[config.mk]
export PLATFORM = sky130hd
export DESIGN_NAME = charli_frame_scheduler
export DESIGN_NICKNAME = d
export VERILOG_FILES = /design/src/rtl/charli_pkg.sv /design/src/rtl/charli_scan_timer.sv /design/src/rtl/charli_frame_scheduler.sv
export SDC_FILE = /design/constraint.sdc
export NUM_CORES = 1
export LEC_CHECK = 0
export ABC_AREA = 1
export BUFFER_PORTS_ARGS = -buffer_cell sky130_fd_sc_hd__buf_2
export CAP_MARGIN = 0
export CORE_UTILIZATION = 54
export DETAILED_ROUTE_END_ITERATION = 10
export PLACE_DENSITY = 0.75
export SYNTH_ARGS = -nofsm -noshare
export SYNTH_HDL_FRONTEND = slang
export SYNTH_SLANG_ARGS = --single-unit
[constraint.sdc]
create_clock -name clk -period 1.8 [get_ports clk]
set_input_delay 0.27 -clock clk [delete_from_list [all_inputs] [get_ports clk]]
set_output_delay 0.27 -clock clk [all_outputs]
set_load 0.05 [all_outputs]
[src/rtl/charli_pkg.sv]
// Shared constants, types and the fixed slot-to-pin lookup for the
// charlieplexed 4-pin / 12-LED frame scheduler.
package charli_pkg;

  localparam int NUM_LED   = 12;
  localparam int NUM_PHASE = 3;
  localparam int NUM_PIN   = 4;
  localparam int LVL_W     = 2;
  localparam int IDX_W     = 4;
  localparam int SLOT_W    = 4;
  localparam int PHASE_W   = 2;
  localparam int PIN_IDX_W = 2;

  typedef struct packed {
    logic [PIN_IDX_W-1:0] hi;
    logic [PIN_IDX_W-1:0] lo;
  } pin_pair_t;

  // Each slot pairs one driven-high pin with one driven-low pin.
  function automatic pin_pair_t slot_pins(input logic [SLOT_W-1:0] slot);
    pin_pair_t p;
    case (slot)
      4'd0:    p = '{hi: 2'd2, lo: 2'd3};
      4'd1:    p = '{hi: 2'd1, lo: 2'd2};
      4'd2:    p = '{hi: 2'd0, lo: 2'd1};
      4'd3:    p = '{hi: 2'd3, lo: 2'd2};
      4'd4:    p = '{hi: 2'd2, lo: 2'd1};
      4'd5:    p = '{hi: 2'd1, lo: 2'd0};
      4'd6:    p = '{hi: 2'd1, lo: 2'd3};
      4'd7:    p = '{hi: 2'd0, lo: 2'd2};
      4'd8:    p = '{hi: 2'd3, lo: 2'd1};
      4'd9:    p = '{hi: 2'd2, lo: 2'd0};
      4'd10:   p = '{hi: 2'd0, lo: 2'd3};
      4'd11:   p = '{hi: 2'd3, lo: 2'd0};
      default: p = '{hi: 2'd2, lo: 2'd3};
    endcase
    return p;
  endfunction

endpackage

[src/rtl/charli_scan_timer.sv]
// Free-running tick/slot/phase scan counters with the frame-end strobe
// (combinational, last clock of a frame) and a registered frame-start pulse.
module charli_scan_timer
  import charli_pkg::*;
#(
  parameter int CLK_DIV_W = 13
) (
  input  logic                 clk,
  input  logic                 rst,
  output logic [CLK_DIV_W-1:0] o_tick,
  output logic [SLOT_W-1:0]    o_slot,
  output logic [PHASE_W-1:0]   o_phase,
  output logic                 o_frame_end,
  output logic                 o_frame_start
);

  localparam logic [SLOT_W-1:0]  SLOT_LAST  = SLOT_W'(NUM_LED - 1);
  localparam logic [PHASE_W-1:0] PHASE_LAST = PHASE_W'(NUM_PHASE - 1);

  logic [CLK_DIV_W-1:0] r_tick;
  logic [SLOT_W-1:0]    r_slot;
  logic [PHASE_W-1:0]   r_phase;
  logic                 r_frame_start;
  logic                 w_tick_wrap;
  logic                 w_slot_wrap;

  assign w_tick_wrap = &r_tick;
  assign w_slot_wrap = w_tick_wrap && (r_slot == SLOT_LAST);

  always_ff @(posedge clk or negedge rst) begin
    if (!rst) begin
      r_tick        <= '0;
      r_slot        <= '0;
      r_phase       <= '0;
      r_frame_start <= 1'b0;
    end else begin
      r_tick <= r_tick + 1'b1;
      if (w_tick_wrap)
        r_slot <= (r_slot == SLOT_LAST) ? '0 : r_slot + 1'b1;
      if (w_slot_wrap)
        r_phase <= (r_phase == PHASE_LAST) ? '0 : r_phase + 1'b1;
      // Registered so it lines up with the first drive cycle of the frame.
      r_frame_start <= (r_tick == '0) && (r_slot == '0) && (r_phase == '0);
    end
  end

  assign o_tick        = r_tick;
  assign o_slot        = r_slot;
  assign o_phase       = r_phase;
  assign o_frame_end   = w_slot_wrap && (r_phase == PHASE_LAST);
  assign o_frame_start = r_frame_start;

endmodule

[src/rtl/charli_frame_scheduler.sv]
// Charlieplexed 12-LED display driver: shadow/active frame buffers with
// tear-free commit at frame end, 3-phase PWM and per-slot dead time.
module charli_frame_scheduler
  import charli_pkg::*;
#(
  parameter int CLK_DIV_W = 13,
  parameter int DEAD_CYC  = 4
) (
  input  logic               clk,
  input  logic               rst,
  input  logic               en,
  input  logic               wr_valid,
  output logic               wr_ready,
  input  logic [IDX_W-1:0]   wr_idx,
  input  logic [LVL_W-1:0]   wr_level,
  input  logic               commit,
  output logic               commit_done,
  output logic               frame_start,
  output logic [NUM_PIN-1:0] pin_out,
  output logic [NUM_PIN-1:0] pin_oe
);

  localparam logic [SLOT_W-1:0]    NUM_LED_S = SLOT_W'(NUM_LED);
  localparam logic [CLK_DIV_W-1:0] DEAD_T    = CLK_DIV_W'(DEAD_CYC);

  logic [CLK_DIV_W-1:0] w_tick;
  logic [SLOT_W-1:0]    w_slot;
  logic [PHASE_W-1:0]   w_phase;
  logic                 w_frame_end;
  logic                 w_frame_start;

  logic [LVL_W-1:0]     r_shadow [NUM_LED];
  logic [LVL_W-1:0]     r_active [NUM_LED];
  logic                 r_commit_pending;
  logic                 r_commit_done;
  logic [NUM_PIN-1:0]   r_pin_out;
  logic [NUM_PIN-1:0]   r_pin_oe;

  logic                 w_wr_acc;
  logic                 w_swap;
  logic                 w_lit;
  logic [LVL_W-1:0]     w_lvl;
  pin_pair_t            w_pins;
  logic [NUM_PIN-1:0]   w_oe_nxt;
  logic [NUM_PIN-1:0]   w_out_nxt;

  charli_scan_timer #(
    .CLK_DIV_W(CLK_DIV_W)
  ) u_timer (
    .clk          (clk),
    .rst          (rst),
    .o_tick       (w_tick),
    .o_slot       (w_slot),
    .o_phase      (w_phase),
    .o_frame_end  (w_frame_end),
    .o_frame_start(w_frame_start)
  );

  assign wr_ready = !r_commit_pending;
  assign w_wr_acc = wr_valid && wr_ready;
  assign w_swap   = w_frame_end && r_commit_pending;

  always_comb begin
    w_pins    = slot_pins(w_slot);
    w_lvl     = '0;
    if (w_slot < NUM_LED_S)
      w_lvl = r_active[w_slot];
    // Level L lights the LED in phases 0..L-1; dead time blanks slot start.
    w_lit     = en && (w_tick >= DEAD_T) && (w_lvl > w_phase);
    w_oe_nxt  = '0;
    w_out_nxt = '0;
    if (w_lit) begin
      w_oe_nxt[w_pins.hi]  = 1'b1;
      w_oe_nxt[w_pins.lo]  = 1'b1;
      w_out_nxt[w_pins.hi] = 1'b1;
    end
  end

  always_ff @(posedge clk or negedge rst) begin
    if (!rst) begin
      for (int i = 0; i < NUM_LED; i++) begin
        r_shadow[i] <= '0;
        r_active[i] <= '0;
      end
    end else begin
      // Out-of-range indices are consumed by the handshake but dropped.
      if (w_wr_acc && (wr_idx < NUM_LED_S))
        r_shadow[wr_idx] <= wr_level;
      if (w_swap)
        r_active <= r_shadow;
    end
  end

  always_ff @(posedge clk or negedge rst) begin
    if (!rst) begin
      r_commit_pending <= 1'b0;
      r_commit_done    <= 1'b0;
      r_pin_out        <= '0;
      r_pin_oe         <= '0;
    end else begin
      // A commit landing on the swap edge itself is ignored while pending.
      if (w_swap)
        r_commit_pending <= 1'b0;
      else if (commit)
        r_commit_pending <= 1'b1;
      r_commit_done <= w_swap;
      r_pin_out     <= w_out_nxt;
      r_pin_oe      <= w_oe_nxt;
    end
  end

  assign commit_done = r_commit_done;
  assign frame_start = w_frame_start;
  assign pin_out     = r_pin_out;
  assign pin_oe      = r_pin_oe;

endmodule

## Yosys cells after proc, flatten, opt, wreduce, memory -nomap -nowiden

Memories as Yosys holds them, arrays and structs flattened.
Cells that the tools add are included.
W data, S select, Z words.

- Register bits: 78
- Memory bits (read-only): 64
- Input bits: 11
- Memories: 1
- Output and inout port bits: 11

Memory list:

| memory | words | width | rd ports | clocked after Yosys merged registers in | write ports | RTL line | source |
|---|---|---|---|---|---|---|---|
| (name not given) | 16 | 4 | 1 | 0 | 0 | charli_pkg.sv:22 | `case (slot)` |

- Bitwise operators: 3
- Magnitude comparators: 11
- Add/subtract/negate cells: 3
- Equal/unequal tests: 2
- Muxes and demuxes: 17
- Reduce and logical (&&, ||, !) cells: 18

Operators with widths:

| cell | count |
|---|---|
| $bwmux W24 | 1 |
| $add A13 B1 Y13 const B | 1 |
| $ge A13 B3 Y1 const B | 1 |
| $logic_not A13 Y1 | 1 |
| $reduce_and A13 Y1 | 1 |
| $logic_and A1 B1 Y1 | 12 |
| $mux W4 | 3 |
| $ge A5 B5 Y1 const B | 2 |
| $mux W2 | 5 |
| $not A4 Y5 | 2 |
| $bmux W2 S4 | 1 |
| $demux W2 S4 | 1 |
| $lt A4 B4 Y1 const B | 2 |
| $lt A2 B3 Y1 const B | 2 |
| $lt A5 B1 Y1 const B | 1 |
| $add A4 B1 Y4 const B | 1 |
| $demux W1 S2 | 2 |
| $eq A4 B4 Y1 const B | 1 |
| $ge A2 B1 Y1 const B | 2 |
| $logic_not A4 Y1 | 1 |
| $mux W1 | 4 |
| $or A4 B4 Y4 | 1 |
| $add A2 B1 Y2 const B | 1 |
| $eq A2 B2 Y1 const B | 1 |
| other kinds (4) | 4 |

## Logic depth before layout (Yosys ltp)

- Word-level depth: 8
- Mapped depth: 14
- Mapped depth without buffers: 14

## Cells and area by module

Synthesis repeated with hierarchy kept, for this count alone.

- Cell total of the unflattened synthesis: 460
- Area total of the unflattened synthesis: 3709.8 um^2

By module, submodules not included:

| module | times used | area each (um^2) | cells an instance | sequential area each (um^2) |
|---|---|---|---|---|
| charli_frame_scheduler | 1 | 2692.6 | 347 | 1451.4 |
| charli_scan_timer | 1 | 1017.2 | 113 | 500.5 |

## Worst setup path before layout

No wires, ideal clock.

- Kind: flip-flop to flip-flop
- From: reg u_timer.r_slot[0] (netlist: u_timer.o_slot[0])
- To: reg r_pin_oe[0] (netlist: pin_oe[0])
- Stages on the path, launching flop included: 12
- Arrival: 1777 ps
- Slack: -105 ps
- Clock period less this slack: 1905 ps
- Cells stage by stage: dfrtp_1 inv_2 clkbuf_1 nand2_1 a21oi_1 o21ai_0 nand3_1 ha_1 a21oi_1 nor2_1 nand2_1 a21oi_1

- Longest elaborated chain between the ends: 8
- Elaborated cells on any way between the ends: 21
- Classes of those cells: order compare: 6; mux: 9; bitwise: 2; reduce/logical: 3; memory: 1

RTL lines:

| what | RTL line | source |
|---|---|---|
| from (decl) | charli_scan_timer.sv:21 | `logic [SLOT_W-1:0] r_slot;` |
| from (signal assigned) | charli_scan_timer.sv:39 | `r_slot <= (r_slot == SLOT_LAST) ? '0 : r_slot + 1'b1;` |
| parallel branches: the longest is 7 deep, another holds $mem_v2 Z16 W4 | - |  |
| $mux W4 (*) | charli_frame_scheduler.sv:72 | `if (w_lit) begin` |
| via w_oe_nxt[0] | charli_frame_scheduler.sv:44 | `logic [NUM_PIN-1:0] w_oe_nxt;` |
| to (signal assigned) | charli_frame_scheduler.sv:108 | `r_pin_oe <= w_oe_nxt;` |
| to (decl) | charli_frame_scheduler.sv:37 | `logic [NUM_PIN-1:0] r_pin_oe;` |

Mark *: on every way through the listed nets, which the timed path passes. The select of a mux whose other input is x is not followed.
A chain may end at the register's enable or synchronous reset.

## Worst setup path after layout

- From: reg u_timer.r_slot[0] (netlist: u_timer.o_slot[0])
- To: reg r_pin_oe[2] (netlist: pin_oe[2])

The elaborated chain is that of the path after synthesis.

==> Flow_metrics.wiki <==
{| class="wikitable"
! Metric !! Value
|-
| Power per cell area || between 700 and 800 nW/um^2
|-
| Final core area utilization || 0.666
|-
| Worst path bufs/invs || 1
|-
| Fin. Hold Viols || 0
|-
| Number of antenna violations at the first check in global routing || 0
|-
| Top post-synthesis cells by area || sky130_fd_sc_hd__dfrtp_1, sky130_fd_sc_hd__nand2_1, sky130_fd_sc_hd__o21ai_0
|-
| Post-synthesis sequential area ratio || 0.532
|-
| Post-Synthesis Cell Area || between 3000 and 4000 um^2
|-
| Number of diodes || 0
|-
| Commonest cells in the netlist || sky130_fd_sc_hd__nand2_1, sky130_fd_sc_hd__dfrtp_1, sky130_fd_sc_hd__o21ai_0
|-
| Final critical-path required period || around 2 ns
|-
| Pins Over Slew Limit || 0
|-
| Share of final-layout standard cells stronger than drive strength 1 || 0.182
|-
| Vias in the first global route || ~2900
|-
| Pin count of the biggest net entering global routing || 35
|-
| Maximum clock path buffer count || 2
|-
| Standard-cell row count || 29
|-
| Count of H-tree levels built during CTS || 3
|-
| Area occupied by multi-input gates || about 1600 um^2
|-
| Die Ht || 84.5 um
|-
| Switching power share of the total || 0.195
|-
| Complex-gate fraction of the synthesized area || 0.0729
|-
| Final critical-path setup slack || -0.150 ns
|-
| Adder-Cell Fraction of Synth Area || 0.0239
|-
| Seq. cell area || roughly 2000 um^2
|-
| Total of buffers placed on input and output ports || 21
|-
| Family of cells with the greatest summed delay on the critical path || simple AND/OR/NAND/NOR gates
|-
| Number of search-and-repair iterations in the first detailed-routing pass || 8
|-
| Startpoint-to-endpoint class of the critical path || reg2reg
|-
| Nets in the synthesized netlist || ~460
|-
| Cell taking the most area after synthesis || sky130_fd_sc_hd__dfrtp_1
|-
| Effective utilization at floorplan || 0.569
|-
| Ratio of routed vias to standard cells || about 5.4
|-
| Wire length of the first global-routing pass || around 13000 um
|-
| Combinational fraction of design power || 0.022
|-
| Launch point of the worst reg-to-reg path || u_timer.o_slot[0]
|-
| Slowest library cell on the worst path || sky130_fd_sc_hd__dfrtp_2
|-
| Proportion of synthesized flip-flops having asynchronous set or reset || 1.00
|-
| Total vias in the final route || roughly 3000
|-
| Root buffer cell || sky130_fd_sc_hd__clkbuf_8
|-
| Worst min-delay path category || in2reg
|-
| CP max stage delay || ~0.45 ns
|-
| Outcome || finished with violations
|-
| Layout Nets || between 400 and 500
|-
| Synth-to-Final Area Change || 17.1%
|-
| Violated checks || design-rule violations, negative setup slack
|-
| Period utilization || 1.08
|-
| Count of nets left with antenna violations after detail routing || 0
|-
| Remaining max-slew budget at the tightest pin || 0.718
|-
| Clock share of power || 0.457
|-
| Internal power || between 2000 and 3000 uW
|-
| Worst-case clock skew || 0.00489 ns
|-
| Unrepaired setup endpoints after global routing || yes
|-
| Die X || roughly 84 um
|-
| Cells along the critical path || clkinv_4 -> or2_2 -> nand2_1 -> a21oi_1 -> nor2_1 -> ha_1 -> nand2_2 -> nand2_1 -> nor2_1 -> nand2_2 -> a21oi_2
|-
| Drt wl/cell || 14.3 um
|-
| Global placement routability congestion || around 0.87
|-
| Primary flip-flop cell chosen by synthesis mapping || sky130_fd_sc_hd__dfrtp_1
|-
| Wirelength, routed || around 8000 um
|-
| Post-Synth XOR/XNOR Area || 0.0239
|-
| Tightest hold margin || 0.237 ns
|-
| Setup TNS || -1.01 ns
|-
| Net switching power figure || 661 uW
|-
| Type of element launching the critical path || flip-flop
|-
| DRC viols || 1
|-
| Share of Yosys cell area claimed by the top area cell type || 0.532
|-
| Clock latency reported for the late side of the worst-skew pair || between 0.3 and 0.4 ns
|-
| Worst endpoint required time || a little over 2 ns
|-
| Final setup violation count || 8
|-
| Total of flip-flops plus latches after synthesis || 78
|-
| Sinks on the clock net || 78
|-
| TritonCTS clock tree || done
|-
| Mux contribution to synthesized area || 0
|-
| Number of violations reported at the end of detailed-routing iteration 0 || between 150 and 200
|-
| Distinct cell type count of the synthesized netlist || 27
|-
| Number of placed I/O pins || 22
|-
| Main combinational cell family by area after synthesis || simple AND/OR/NAND/NOR gates
|-
| Max-capacitance violation count || 0
|-
| Synthesized instance count || between 400 and 500
|-
| Total core area || roughly 6500 um^2
|-
| Most numerous cell in the Yosys netlist || sky130_fd_sc_hd__nand2_1
|-
| # fillers || 507
|-
| Launch point of the worst hold path || commit
|-
| Clock-pin transition on the worst setup and hold timing paths || approximately 0.08 ns
|-
| Worst EP arrival || between 2 and 2.5 ns
|-
| Synth Area in Simple Gates || 0.296
|-
| Aggregate global-route resource usage || 0.234
|-
| Slew at the pin with the worst max-slew slack || ~0.42 ns
|-
| Die area || approximately 7100 um^2
|-
| Total of warnings raised by yosys || 0
|-
| HPWL reported at the end of detailed placement || 5590 um
|-
| Sequential power share || 0.521
|-
| Worst vdd ir || a little over 0.5 mV
|-
| CP Capture Type || flip-flop
|-
| Average footprint of a synthesized cell || 8.37 um^2
|-
| Number of enable flip-flop cells after synthesis || 0
|-
| Critical Path Fanout Max || 13
|-
| Remaining global-route overflow || 0
|-
| Leakage power total || about 0.0022 uW
|-
| Max frequency || 513 MHz
|-
| CTS Buf Count || 9
|-
| Worst setup path startpoint || u_timer.o_slot[0]
|}
## layer usage
layer | part of all wire | vias up | GRT usage
met5 | 0 | - | 0
met4 | 0.018 | 0 | 0.0863
met3 | 0.030 | 16 | 0.0472
met2 | 0.47 | 54 | 0.380
met1 | 0.49 | 1456 | 0.316
li1 | - | 1513 | -
## final cells by class
| class | count | share of cell area |
|---|---|---|
| flip-flops and latches | 78 | 0.454 |
| inverters | 30 | 0.0276 |
| multi-input cells | 318 | 0.374 |
| well taps | 77 | 0.0224 |
| clock buffers | 11 | 0.0329 |
| clock inverters | 4 | 0.0221 |
| repair buffers | 43 | 0.0666 |
## final timing paths
| kind | cells after the start | slack [ns] | endpoint |
|---|---|---|---|
| max | 11 | -0.15 | pin_oe[2] |
| min | 4 | 0.24 | r_commit_pending |
| max reg2reg | 11 | -0.15 | pin_oe[2] |
| min reg2reg | 1 | 0.47 | u_timer.o_tick[0] |
| max in group asynchronous | 3 | 0.80 | r_shadow[20] |
| min in group asynchronous | 2 | 0.41 | pin_out[3] |
## worst min-delay path: cells and delay by family
family,cells,cell delay (ns)
AND/OR/NAND/NOR,2,0.15
buffers and inverters,2,0.12
## what timing repair did
item | in CTS | in global routing
hold buffers | 1 | 0
buffers inserted | 0 | 1
gates resized for setup | 12 | 21
gates cloned | 0 | 1
endpoints found under the hold margin | 31 | 0
pin swaps | 2 | 14
setup endpoints to repair | 8 | 32
## per-stage QoR
step | setup slack, ns | area [um^2] | cells | total power, uW
floorplan | 0.0147 | 3690 | 439 | 1820
global placement | -0.0145 | 3950 | 543 | 1880
detailed placement | -0.0549 | 3950 | 543 | 1880
CTS | -0.0806 | 4220 | 559 | 3410
global route | -0.268 | 4300 | 561 | 3510
finish | -0.150 | 4300 | 561 | 3390
## sequential cells by signal, indices dropped and copies added, names as in the netlist
| name | count |
|---|---|
| u_timer.o_slot | 4 |
| r_commit_pending | 1 |
| r_active | 24 |
| u_timer.o_phase | 2 |
| u_timer.o_tick | 13 |
| pin_oe | 4 |
| r_shadow | 24 |
| commit_done | 1 |
| u_timer.o_frame_start | 1 |
| pin_out | 4 |
## power by group through the flow
stage / sequential [uW] / combinational [uW] / clock, uW
2_1_floorplan: 1800 / 20.2 / 0
3_3_place_gp: 1800 / 75.8 / 0
3_5_place_dp: 1800 / 77.7 / 0
4_1_cts: 1770 / 80.0 / 1570
5_1_grt: 1770 / 90.6 / 1650
6_report: 1770 / 76.3 / 1550
## cells in the final DEF (no fill, tap or decap), types with 3 or more instances in the layout
cell,synthesis,routed
sky130_fd_sc_hd__a21oi_1,8,4
sky130_fd_sc_hd__a21oi_2,0,4
sky130_fd_sc_hd__buf_2,5,20
sky130_fd_sc_hd__buf_4,1,19
sky130_fd_sc_hd__buf_6,2,3
sky130_fd_sc_hd__bufinv_16,0,3
sky130_fd_sc_hd__clkbuf_8,0,10
sky130_fd_sc_hd__dfrtp_1,78,77
sky130_fd_sc_hd__ha_1,7,6
sky130_fd_sc_hd__inv_1,25,24
sky130_fd_sc_hd__inv_2,4,4
sky130_fd_sc_hd__nand2_1,147,143
sky130_fd_sc_hd__nand2_2,2,6
sky130_fd_sc_hd__nand3_1,18,17
sky130_fd_sc_hd__nand4_1,26,26
sky130_fd_sc_hd__nor2_1,43,39
sky130_fd_sc_hd__nor2_2,0,3
sky130_fd_sc_hd__o21ai_0,44,35
sky130_fd_sc_hd__o21ai_1,0,8
sky130_fd_sc_hd__or2_2,3,3
sky130_fd_sc_hd__xnor2_1,3,3
sky130_fd_sc_hd__xor2_1,7,7
## logic make-up after synthesis
kind of cell | count (synthesis)
flip-flops | 78
buffers and inverters | 44
AO/OA/AOI/OAI | 53
AND/OR/NAND/NOR | 247
XOR/XNOR | 10
adder cells (fa/ha/maj) | 7
(Power assumes the default switching activity.)
